## config.mk

```make
export PLATFORM = sky130hd
export DESIGN_NAME = instruction_fetch_unit
export DESIGN_NICKNAME = d
export VERILOG_FILES = /design/src/rtl/instruction_fetch_unit.sv
export SDC_FILE = /design/constraint.sdc
export NUM_CORES = 1
export LEC_CHECK = 0
export ABC_AREA = 1
export BUFFER_PORTS_ARGS = -buffer_cell sky130_fd_sc_hd__buf_4
export CAP_MARGIN = 20
export CORE_MARGIN = 1.5
export CORE_UTILIZATION = 25
export CTS_CLUSTER_DIAMETER = 150
export DETAILED_ROUTE_END_ITERATION = 10
export GPL_ROUTABILITY_DRIVEN = 0
export GPL_TIMING_DRIVEN = 0
export PLACE_DENSITY = 0.54
export SLEW_MARGIN = 10
export SYNTH_ARGS = -nofsm -noshare
export SYNTH_HDL_FRONTEND = slang
export SYNTH_SLANG_ARGS = --single-unit
```

## constraint.sdc

```tcl
create_clock -name clk -period 6.1 [get_ports clk]
set_input_delay 0.305 -clock clk [delete_from_list [all_inputs] [get_ports clk]]
set_output_delay 0.305 -clock clk [all_outputs]
set_load 0.02 [all_outputs]
```

## src/rtl/instruction_fetch_unit.sv

```systemverilog
// instruction_fetch_unit
// ----------------------------------------------------------------------------
// IF stage of the 5-stage MIPS pipeline. It owns the PC, fetches from
// instruction memory with a req/ready handshake and holds the IF/ID pipeline
// register. A one-entry skid buffer keeps a word that returns while ID is
// stalled, so no fetched instruction is lost or duplicated. An EX redirect
// (taken branch or jump) flushes IF/ID and restarts fetch at the target.
//
// Ports:
//   clk                  pipeline clock, all state on posedge
//   reset                asynchronous, active-high
//   stall_flag_if        ID scoreboard stall: hold IF/ID and PC
//   redirect_valid       EX taken branch / jump
//   redirect_target      new PC (bits [1:0] forced to 00)
//   imem_req/imem_addr   fetch request and address (address == PC)
//   imem_ready/imem_rdata  memory response, data valid when ready=1
//   inst_out             IF/ID instruction
//   pc_plus4_out         IF/ID PC+4
//   valid_out            IF/ID holds a real instruction
//   stall_flag           ~valid_out, freezes the ID datapath
//   opcode, inst_read_reg_addr1/2, rd, inst_imm_field  slices of inst_out
// ----------------------------------------------------------------------------
module instruction_fetch_unit #(
  parameter int                ADDR_W   = 32,
  parameter logic [ADDR_W-1:0] RESET_PC = '0
) (
  input  logic              clk,
  input  logic              reset,
  input  logic              stall_flag_if,
  input  logic              redirect_valid,
  input  logic [ADDR_W-1:0] redirect_target,
  output logic              imem_req,
  output logic [ADDR_W-1:0] imem_addr,
  input  logic              imem_ready,
  input  logic [31:0]       imem_rdata,
  output logic [31:0]       inst_out,
  output logic [ADDR_W-1:0] pc_plus4_out,
  output logic              valid_out,
  output logic              stall_flag,
  output logic [4:0]        inst_read_reg_addr1,
  output logic [4:0]        inst_read_reg_addr2,
  output logic [4:0]        rd,
  output logic [15:0]       inst_imm_field,
  output logic [5:0]        opcode
);

  localparam logic [1:0] ST_IDLE = 2'd0;
  localparam logic [1:0] ST_REQ  = 2'd1;
  localparam logic [1:0] ST_HOLD = 2'd2;

  logic [1:0]        state_q,    state_d;
  logic [ADDR_W-1:0] pc_q,       pc_d;
  logic [31:0]       inst_q,     inst_d;
  logic [ADDR_W-1:0] pc4_q,      pc4_d;
  logic              valid_q,    valid_d;
  logic [31:0]       skid_q,     skid_d;
  logic [ADDR_W-1:0] skid_pc4_q, skid_pc4_d;

  logic [ADDR_W-1:0] pc_next_seq;
  logic [ADDR_W-1:0] target_aligned;

  // Wraps modulo 2^ADDR_W, so 0xFFFF_FFFC + 4 fetches from 0.
  assign pc_next_seq    = pc_q + ADDR_W'(4);
  assign target_aligned = {redirect_target[ADDR_W-1:2], 2'b00};

  always_comb begin
    // NOTE: every *_d defaults to its *_q first, so paths that do not assign
    // it hold state instead of inferring a latch.
    state_d    = state_q;
    pc_d       = pc_q;
    inst_d     = inst_q;
    pc4_d      = pc4_q;
    valid_d    = valid_q;
    skid_d     = skid_q;
    skid_pc4_d = skid_pc4_q;

    case (state_q)
      ST_IDLE: begin
        if (redirect_valid) pc_d = target_aligned;
        state_d = ST_REQ;
      end

      ST_REQ: begin
        if (redirect_valid) begin
          // Overrides stall: a wrong-path instruction in ID is flushed even
          // while ID is stalled, and a word returning now is dropped.
          pc_d    = target_aligned;
          valid_d = 1'b0;
        end else if (imem_ready && !stall_flag_if) begin
          inst_d  = imem_rdata;
          pc4_d   = pc_next_seq;
          valid_d = 1'b1;
          pc_d    = pc_next_seq;
        end else if (imem_ready) begin
          // ID cannot take the word; park it and stop requesting.
          skid_d     = imem_rdata;
          skid_pc4_d = pc_next_seq;
          pc_d       = pc_next_seq;
          state_d    = ST_HOLD;
        end else if (!stall_flag_if) begin
          valid_d = 1'b0;  // bubble into ID, inst_out left as is
        end
      end

      ST_HOLD: begin
        if (redirect_valid) begin
          pc_d    = target_aligned;
          valid_d = 1'b0;
          state_d = ST_REQ;
        end else if (!stall_flag_if) begin
          inst_d  = skid_q;
          pc4_d   = skid_pc4_q;
          valid_d = 1'b1;
          state_d = ST_REQ;
        end
      end

      default: state_d = ST_IDLE;
    endcase
  end

  // NOTE: sequential state uses non-blocking assignments only, so every flop
  // samples the pre-edge value of its *_d regardless of statement order.
  always_ff @(posedge clk or posedge reset) begin
    if (reset) begin
      state_q    <= ST_IDLE;
      pc_q       <= RESET_PC;
      inst_q     <= '0;
      pc4_q      <= '0;
      valid_q    <= 1'b0;
      skid_q     <= '0;
      skid_pc4_q <= '0;
    end else begin
      state_q    <= state_d;
      pc_q       <= pc_d;
      inst_q     <= inst_d;
      pc4_q      <= pc4_d;
      valid_q    <= valid_d;
      skid_q     <= skid_d;
      skid_pc4_q <= skid_pc4_d;
    end
  end

  assign imem_req     = (state_q == ST_REQ);
  assign imem_addr    = pc_q;
  assign inst_out     = inst_q;
  assign pc_plus4_out = pc4_q;
  assign valid_out    = valid_q;
  assign stall_flag   = ~valid_q;

  assign opcode              = inst_q[31:26];
  assign inst_read_reg_addr1 = inst_q[25:21];
  assign inst_read_reg_addr2 = inst_q[20:16];
  assign rd                  = inst_q[15:11];
  assign inst_imm_field      = inst_q[15:0];

endmodule

```

==> results of run 1 <==
[path summary, 6_finish.rpt]
path                                                 to  slack [ns]
max reg2reg                pc_plus4_out[20]$_DFFE_PP0P_        4.21
max                        pc_plus4_out[20]$_DFFE_PP0P_        4.21
min                              skid_q[11]$_DFFE_PP0P_        0.08
min reg2reg                pc_plus4_out[26]$_DFFE_PP0P_        0.48
min in group asynchronous      inst_out[26]$_DFFE_PP0P_        0.45
max in group asynchronous     imem_addr[22]$_DFFE_PP0P_        4.79
[layout make-up]
| type | instances | area share |
|---|---|---|
| plain buffers | 91 | 0.0554 |
| clock buffers | 19 | 0.0410 |
| clock inverters | 13 | 0.0123 |
| inverters | 98 | 0.0348 |
| multi-input cells | 729 | 0.301 |
| flip-flops and latches | 157 | 0.364 |
| well taps | 435 | 0.0504 |
| repair buffers | 200 | 0.141 |
[cell usage in the layout (no fill, tap or decap), types with 9 or more instances in the layout]
cell and n:
a21oi_1 34, a31oi_1 11, buf_2 28, buf_4 247, clkbuf_1 9, clkbuf_16 17
dfrtp_1 157, inv_1 93, nand2_1 330, nand3_1 47, nor2_1 108, o21ai_0 109
o21ai_1 48
[report_power, final]
part	total (mW)	leakage (nW)	switching, mW	internal (mW)
clock	1.06	0.269	0.481	0.582
sequential	1.90	1.92	0.376	1.53
combinational	2.56	3.22	1.51	1.05
total	5.52	5.41	2.37	3.16
[kinds of logic after synthesis]
family | count (synthesis) | share of synthesized area
compound gates | 209 | 0.132
xor+xnor | 8 | 0.00861
fa+ha+maj | 1 | 0.00154
buf+inv | 189 | 0.119
flops | 157 | 0.483
other cells | 1 | 0.000461
simple gates | 507 | 0.255
[state kept, by name (all words and copies together) (netlist names)]
register      count
valid_out         1
imem_addr        30
state_q           2
skid_q           32
pc_plus4_out     30
inst_out         32
skid_pc4_q       30
[worst max-delay path: stages (launching register included)]
cell	delay, ns
dfrtp_1	0.43
ha_1	0.25
inv_1	0.10
nor2_4	0.17
nand3_1	0.19
o21ai_1	0.33
nand3_1	0.12
nand2_1	0.12
nand2_1	0.06
[per-stage QoR]
stage | util | hold slack, ns | setup WS [ns] | instances | area, µm²
final | 0.340 | 0.0840 | 4.21 | 1742 | 10800
after global placement | 0.320 | 0.463 | -0.561 | 1708 | 10200
after global routing | 0.340 | 0.0786 | 4.08 | 1742 | 10800
after detailed placement | 0.321 | 0.374 | 4.22 | 1709 | 10200
after floorplan | - | 0.426 | 1.56 | 1075 | 8150
after CTS | 0.340 | 0.0641 | 4.20 | 1742 | 10800
[metal layers]
| metal | routed length [µm] | track usage | share of wire | vias to the layer above |
|---|---|---|---|---|
| met2 | 12300 | 0.261 | 0.46 | 213 |
| met1 | 12900 | 0.222 | 0.48 | 3495 |
| met4 | 439 | 0.0452 | 0.016 | 0 |
| met3 | 1150 | 0.0296 | 0.043 | 21 |
| met5 | 0 | 0 | 0 | - |
| li1 | - | - | - | 3807 |
==> results.py, run 1 <==
metrics = {
    "run_status": {
        "status": "completed",
    },
    "timing": {
        "max-slew-margin-rel": 0.563,
        "setup_violations": 0,
        "finalSetupTns_ns": 0,
        "rsz0062_at_grt": "no",
        "fin_skew_ns": 0.0110,
        "fin_crit_sh": 0.310,
        "worst_slew_pin_slew_ns": 0.655,
        "fmaxAchievable_mhz": 529,
        "period_needed_ns": 1.89,
        "hold_viol": 0,
        "slew_violations": 0,
    },
    "placed_design": {
        "hpwl_mm": 20.4,
        "io_buffers": 198,
    },
    "cells_and_area": {
        "multi_input_comb_area_mm2": 0.00325,
        "fillers": 3360,
        "area_growth_pct": 32.7,
        "regArea_mm2": 0.00393,
        "diodes": 0,
        "nets": 1364,
        "drive_gt1_frac": 0.260,
    },
    "min_path": {
        "hold_path.class": "in2reg",
        "hold_depth": 3,
        "hold_start": "imem_rdata[11]",
    },
    "synthesis": {
        "synth_edf_count": 0,
        "synth_top_cell_area_share": 0.483,
        "yosysSeqAreaShare": 0.483,
        "synth_common_cells": "330 x nand2_1, 157 x dfrtp_1, 109 x o21ai_0",
        "syn_avg_cell_area_um2": 7.59,
        "yosysMostFrequentCell": "nand2_1",
        "synth_area_leaders": "dfrtp_1 48%, nand2_1 15%, o21ai_0 6.7%",
        "async_flop_share": 1.00,
        "yosysTopAreaCell": "dfrtp_1",
        "syn_inst": 1072,
        "netlist_area_mm2": 0.00814,
        "ys_warn_count": 0,
        "ys.flop_type": "dfrtp_1",
        "yosys.cell_types.count": 29,
        "ys_seq_elements": 157,
    },
    "grt": {
        "grt_pass1_vias": 7173,
        "gr-total-overflow": 0,
        "grt_max_degree": 96,
        "grt_pass1_wl_mm": 41.3,
        "antenna_found_initial": 0,
        "grtUsageTotal": 0.162,
    },
    "cts": {
        "cts-hold-fix-buffers": 1,
        "post_cts.repair.setup_buffers": 0,
        "cts.sinks": 157,
        "clk_pin_slew_ns": 0.07,
        "cts_made_buffers": 17,
        "clock_latency_ns": 0.44,
        "htree_levels": 4,
        "cts_resized": 0,
        "cts-root-buf": "clkbuf_16",
        "cts_tree": "yes",
        "cts.path.max_buffers": 2,
    },
    "pwr": {
        "report.power.total_mw": 5.52,
        "ir_drop_mv": 0.196,
        "p_leak_nw": 5.41,
        "p_per_area_mw_per_mm2": 512,
    },
    "critical_path": {
        "startpoint": "imem_addr[3]$_DFFE_PP0P_",
        "cp-end-kind": "register",
        "reg2reg_depth": 8,
        "worstPathMaxFanout": 5,
        "critPathKind": "reg2reg",
        "crit-reg2reg-launch": "imem_addr[3]$_DFFE_PP0P_",
        "required_ns": 6.42,
        "cp-start-kind": "register",
        "crit_arrival_ns": 2.21,
    },
    "route": {
        "firstDrtPassIters": 4,
        "wl_per_cell_um": 15.4,
        "drtIter0Drc": 486,
        "routed_via_density": 4.33,
        "via_count": 7536,
        "finalWirelength_mm": 26.8,
        "antenna_left": 0,
        "drcViolationCount": 0,
    },
    "flow_run": {
        "cap_violations": 0,
    },
    "die": {
        "start_util": 0.256,
        "fp-row-count": 65,
        "dieArea_mm2": 0.0336,
        "die_x_um": 183,
        "pin_count": 205,
        "core-area_mm2": 0.0318,
        "die_h_um": 183,
    },
}
No activity file was read; power rests on OpenSTA's default activity.
==> run 2, diff against run 1 <==
==> constraint.sdc (replaced) <==
create_clock -name clk -period 1.76 [get_ports clk]
set_input_delay 0.088 -clock clk [delete_from_list [all_inputs] [get_ports clk]]
set_output_delay 0.088 -clock clk [all_outputs]
set_load 0.02 [all_outputs]
==> run 2 against run 1 <==
- sequential share of layout area fell by 2.2 points
- critical path depth rose by 2
- non-clock buffer count rose by 66
- clock skew fell by 0.0022 ns
- hold slack got worse by 0.064 ns
- register-to-register slack got worse by 4.1 ns
- die area did not move
- critical path type unchanged
- flip-flop and latch count did not move
- clock power rose to 3.5 times the previous value
- total power rose to 3.5 times the previous value
- via count rose by 3.7%
- combinational power rose to 3.6 times the previous value
- highest routed layer unchanged
==> results.py, run 2 (synthesis gave the netlist of run 1 again) <==
metrics = {
    "run_status": {
        "status": "completed",
    },
    "grt": {
        "grt_util_met3": 0.0316,
        "met1_usage": 0.220,
        "grt_pass1_vias": 7470,
        "use_met2": 0.271,
        "grt_max_degree": 38,
        "antenna_found_initial": 0,
        "grtUsageTotal": 0.163,
        "grt_pass1_wl_mm": 42.0,
        "gr-total-overflow": 0,
        "busiest_layer": "met2",
    },
    "placed_design": {
        "placed_area_mm2": 0.0103,
        "hpwl_mm": 20.7,
        "io_buffers": 198,
    },
    "cells_and_area": {
        "drive_gt1_frac": 0.271,
        "diodes": 0,
        "layout_commonest_cell": "nand2_1",
        "finish.instance_area_mm2": 0.0115,
        "area_growth_pct": 41.8,
        "multi_input_comb_area_mm2": 0.00329,
        "regArea_mm2": 0.00394,
        "layout_common_cells": "328 x nand2_1, 255 x buf_4, 148 x dfrtp_1",
        "fillers": 3366,
        "nets": 1430,
    },
    "route": {
        "antenna_left": 0,
        "wl_per_cell_um": 14.9,
        "routed_via_density": 4.32,
        "drcViolationCount": 0,
        "drtIter0Drc": 442,
        "firstDrtPassIters": 5,
        "finalWirelength_mm": 27.0,
        "via_count": 7814,
    },
    "cts": {
        "cts_made_buffers": 17,
        "cts.sinks": 157,
        "htree_levels": 4,
        "clock_latency_ns": 0.43,
        "cts_tree": "yes",
        "clk_pin_slew_ns": 0.07,
        "cts-root-buf": "clkbuf_16",
        "cts.path.max_buffers": 2,
    },
    "timing": {
        "period_needed_ns": 1.69,
        "fmaxAchievable_mhz": 592,
        "hold_viol": 0,
        "max-slew-margin-rel": 0.556,
        "worst_slew_pin_slew_ns": 0.665,
        "rsz0062_at_grt": "yes",
        "setup_violations": 0,
        "fin_skew_ns": 0.00876,
        "slew_violations": 0,
        "fin_crit_sh": 0.960,
        "finalSetupTns_ns": 0,
    },
    "die": {
        "die_x_um": 183,
        "fp-row-count": 65,
        "die_h_um": 183,
        "core-area_mm2": 0.0318,
        "dieArea_mm2": 0.0336,
        "start_util": 0.256,
        "pin_count": 205,
    },
    "pwr": {
        "ir_drop_mv": 0.694,
        "p_per_area_mw_per_mm2": 1690,
        "p_leak_nw": 5.70,
        "p_seq_frac": 0.338,
        "p_sw_mw": 8.25,
        "combPwrFrac": 0.471,
        "swShare": 0.423,
        "clock_power_share": 0.191,
        "report.power.total_mw": 19.5,
        "cellInternalPower_mw": 11.3,
    },
    "critical_path": {
        "regToRegSetupSlack_ns": 0.07,
        "cp-start-kind": "register",
        "path_cells": "buf_4 -> clkinvlp_4 -> nor2_4 -> nand2_4 -> nor2_1 -> nand2_1 -> nand2_1 -> nand3_1 -> nand2_1 -> nand2_1",
        "critPathKind": "reg2reg",
        "crit_arrival_ns": 2.01,
        "slowest_stage": "dfrtp_1",
        "cp-end-kind": "register",
        "worstPathMaxFanout": 7,
        "r2r-end": "imem_addr[29]$_DFFE_PP0P_",
        "crit_top_cell": "nand2_1",
        "crit_family": "simple AND/OR/NAND/NOR gates",
        "required_ns": 2.08,
        "crit-reg2reg-launch": "imem_addr[2]$_DFFE_PP0P_",
        "reg2reg_depth": 10,
        "critical-path-max-stage-delay_ns": 0.38,
        "path_buf_inv": 2,
    },
    "flow_run": {
        "cap_violations": 0,
    },
    "min_path": {
        "min_delay_worst_endpoint": "imem_addr[22]$_DFFE_PP0P_",
        "hold_depth": 5,
        "hold_start": "redirect_target[22]",
        "hold_path.class": "in2reg",
    },
}
run 2: cell types whose count changed in the layout (fill, tap and decap cells not counted), moves of 5 or more:
cell | previous run | this run
dlygate4sd3_1 | 1 | 58
dfrtp_1 | 157 | 148
buf_4 | 247 | 255
nor2_2 | 3 | 8
nor2_1 | 108 | 103
buf_2 | 28 | 22
dfrtp_2 | 0 | 9
clkbuf_4 | 0 | 5
run 2: worst register-to-register path: stages (launching register included):
cell        delay, ns
dfrtp_1          0.38
buf_4            0.15
clkinvlp_4       0.11
nor2_4           0.15
nand2_4          0.11
nor2_1           0.23
nand2_1          0.09
nand2_1          0.12
nand3_1          0.12
nand2_1          0.09
nand2_1          0.04
run 2: metrics by stage:
stage	hold slack, ns	std cells	util	setup slack, ns
after floorplan	0.209	1075	-	-0.315
after global placement	0.306	1708	0.320	-1.45
after detailed placement	0.218	1712	0.323	-0.126
after CTS	0.0226	1804	0.360	0.0176
after global routing	0.0652	1808	0.363	-0.0151
final	0.0200	1808	0.363	0.0705
run 2: power groups by stage:
stage | clock, mW | combinational, mW | sequential (mW)
after CTS | 3.81 | 9.19 | 6.59
after detailed placement | 0 | 8.98 | 6.66
final | 3.73 | 9.19 | 6.60
after global routing | 3.94 | 10.1 | 6.84
after global placement | 0 | 8.86 | 6.60
after floorplan | 0 | 4.24 | 7.55
run 2: how the worst max path moves through the flow:
stage / from / to / slack [ns] / cells past startpoint
3_5_place_dp: imem_addr[3]$_DFFE_PP0P_ / pc_plus4_out[20]$_DFFE_PP0P_ / -0.13 / 8
3_3_place_gp: reset / pc_plus4_out[23]$_DFFE_PP0P_ / -1.45 / 2
2_1_floorplan: reset / imem_addr[10]$_DFFE_PP0P_ / -0.31 / 1
5_1_grt: imem_addr[2]$_DFFE_PP0P_ / pc_plus4_out[26]$_DFFE_PP0P_ / -0.02 / 10
6_report: imem_addr[2]$_DFFE_PP0P_ / imem_addr[29]$_DFFE_PP0P_ / 0.07 / 10
4_1_cts: imem_addr[2]$_DFFE_PP0P_ / pc_plus4_out[26]$_DFFE_PP0P_ / 0.02 / 10
run 2: timing repair:
item                                   CTS  global route
pin swaps                                1             4
resized for setup                        4            30
endpoints found under the hold margin  112             0
hold buffers                            58             0
setup buffers                            2             5
setup endpoints to repair                7            66
run 2: layout make-up:
| class | count | area share |
|---|---|---|
| multi-input cells | 729 | 0.285 |
| well taps | 435 | 0.0472 |
| clock inverters | 12 | 0.0119 |
| plain buffers | 90 | 0.0532 |
| repair buffers | 267 | 0.191 |
| clock buffers | 20 | 0.0379 |
| inverters | 98 | 0.0325 |
| flip-flops and latches | 157 | 0.342 |
run 2: routing by layer:
layer  vias to the layer above  part of all wire
met5                         -                 0
met4                         0             0.011
met3                        25             0.049
met2                       225              0.47
met1                      3629              0.47
li1                       3935                 -
==> run 3, diff against run 2 <==
==> constraint.sdc (replaced) <==
create_clock -name clk -period 1.76 [get_ports clk]
set_input_delay 0.352 -clock clk [delete_from_list [all_inputs] [get_ports clk]]
set_output_delay 0.352 -clock clk [all_outputs]
set_load 0.02 [all_outputs]
==> run 3 against run 2 <==
- via count is 2.1% lower
- sequential power is essentially flat
- hold slack got worse by 0.0072 ns
- flip-flop and latch count unchanged
- register-to-register slack hardly changed
- non-clock buffer count fell by 58
- sequential share of layout area grew 1.8 points
==> results.py, run 3 (synthesis gave the netlist of run 1 again) <==
metrics = {
    "cells_and_area": {
        "fin_util": 0.344,
        "layout_common_cells": "328 x nand2_1, 255 x buf_4, 149 x dfrtp_1",
        "fillers": 3392,
        "area_growth_pct": 34.6,
        "finalNonFillerCells": 1750,
        "nets": 1372,
        "drive_gt1_frac": 0.282,
        "layout_commonest_cell": "nand2_1",
        "diodes": 0,
    },
    "route": {
        "drcViolationCount": 0,
        "finalWirelength_mm": 26.7,
        "drtIter0Drc": 399,
        "routed_via_density": 4.37,
        "antenna_left": 0,
        "firstDrtPassIters": 5,
        "wl_per_cell_um": 15.3,
        "via_count": 7646,
    },
    "critical_path": {
        "critPathKind": "reg2reg",
        "cp-end-kind": "register",
        "cp-start-kind": "register",
        "required_ns": 2.08,
        "worstPathMaxFanout": 7,
        "crit_arrival_ns": 2.02,
    },
    "cts": {
        "clk_pin_slew_ns": 0.07,
        "cts.sinks": 157,
        "cts.path.max_buffers": 2,
        "htree_levels": 4,
        "cts-root-buf": "clkbuf_16",
        "cts_tree": "yes",
        "cts_made_buffers": 17,
        "clock_latency_ns": 0.43,
        "cts-hold-fix-buffers": 0,
    },
    "die": {
        "die_x_um": 183,
        "fp-row-count": 65,
        "die_h_um": 183,
        "start_util": 0.256,
        "pin_count": 205,
        "core-area_mm2": 0.0318,
        "dieArea_mm2": 0.0336,
    },
    "timing": {
        "worst_slew_pin_slew_ns": 0.658,
        "setup_violations": 0,
        "fin_skew_ns": 0.00872,
        "max-slew-margin-rel": 0.560,
        "fmaxAchievable_mhz": 588,
        "period_needed_ns": 1.70,
        "hold_viol": 0,
        "fin_crit_sh": 0.966,
        "slew_violations": 0,
        "rsz0062_at_grt": "yes",
    },
    "pwr": {
        "p_sw_mw": 8.21,
        "combPwrFrac": 0.468,
        "p_seq_frac": 0.340,
        "swShare": 0.423,
        "p_leak_nw": 5.45,
        "ir_drop_mv": 0.690,
        "clock_power_share": 0.192,
        "p_per_area_mw_per_mm2": 1770,
        "cellInternalPower_mw": 11.2,
    },
    "grt": {
        "grt_pass1_wl_mm": 41.4,
        "met1_usage": 0.218,
        "gr-total-overflow": 0,
        "grt_util_met3": 0.0324,
        "grt_max_degree": 38,
        "use_met2": 0.266,
        "busiest_layer": "met2",
        "antenna_found_initial": 0,
        "grt_pass1_vias": 7266,
        "grtUsageTotal": 0.161,
    },
    "flow_run": {
        "cap_violations": 0,
    },
    "min_path": {
        "hold_path.class": "in2async",
    },
    "placed_design": {
        "dp.cells": 1712,
        "io_buffers": 198,
        "hpwl_mm": 20.7,
    },
    "run_status": {
        "status": "completed",
    },
}
## run 3: cell types whose count changed in the layout (fill, tap and decap cells not counted)
cell           previous run  this run
dlygate4sd3_1            58         0
dfrtp_2                   9         8
dfrtp_1                 148       149
## run 3: metal layers
metal / wire length, µm / up-vias / share of wire
met4: 323 / 0 / 0.012
met5: 0 / - / 0
met1: 12500 / 3562 / 0.47
li1: - / 3818 / -
met2: 12500 / 242 / 0.47
met3: 1370 / 24 / 0.051
## run 3: worst max-delay path, cell delays in order, from the launching register on
cell and delay (ns):
dfrtp_1 0.39, buf_4 0.15, clkinvlp_4 0.11, nor2_4 0.15, nand2_4 0.11, nor2_1 0.23, nand2_1 0.09, nand2_1 0.12
nand3_1 0.12, nand2_1 0.09, nand2_1 0.04
## run 3: what timing repair did
action / in CTS / in global routing
hold endpoints to repair: 0 / 0
endpoints found under the setup margin: 7 / 64
gates resized for setup: 4 / 29
pin swaps: 1 / 4
buffers inserted: 2 / 5
## run 3: through the flow
step	setup slack, ns	hold slack [ns]	TNS, ns	power (mW)	instance area [µm²]
floorplan	-0.579	0.448	-90.88	11.8	8150
global placement	-1.71	0.462	-266.92	15.5	10200
detailed placement	-0.126	0.469	-0.225	15.6	10300
CTS	0.0176	0.0207	0	19.5	10900
global route	-0.0151	0.0464	-0.0371	20.7	11000
finish	0.0606	0.0128	0	19.4	11000
## run 3: path summary, 6_finish.rpt
| kind | start | end | slack [ns] | cells after the start |
|---|---|---|---|---|
| min | reset | inst_out[29]$_DFFE_PP0P_ | 0.01 | 2 |
| max reg2reg | imem_addr[2]$_DFFE_PP0P_ | imem_addr[29]$_DFFE_PP0P_ | 0.06 | 10 |
| min in group clk | imem_rdata[26] | skid_q[26]$_DFFE_PP0P_ | 0.14 | 3 |
| max in group asynchronous | reset | imem_addr[13]$_DFFE_PP0P_ | 0.90 | 4 |
| min reg2reg | pc_plus4_out[25]$_DFFE_PP0P_ | pc_plus4_out[25]$_DFFE_PP0P_ | 0.48 | 2 |
| max | imem_addr[2]$_DFFE_PP0P_ | imem_addr[29]$_DFFE_PP0P_ | 0.06 | 10 |
## run 3: power by group through the flow
stage	Combinational (mW)	Sequential, mW	Clock, mW
floorplan	4.24	7.55	0
CTS	9.08	6.59	3.81
global route	9.94	6.83	3.94
global placement	8.86	6.60	0
detailed placement	8.98	6.66	0
finish	9.07	6.60	3.72
## run 3: layout make-up
type	count	area, µm²	share of cell area
Sequential cell	157	3940	0.360
Buffer	90	613	0.0560
Tap cell	435	544	0.0497
Multi-Input combinational cell	729	3290	0.300
Timing Repair Buffer	209	1620	0.148
Clock inverter	12	138	0.0126
Clock buffer	20	437	0.0399
Inverter	98	375	0.0343
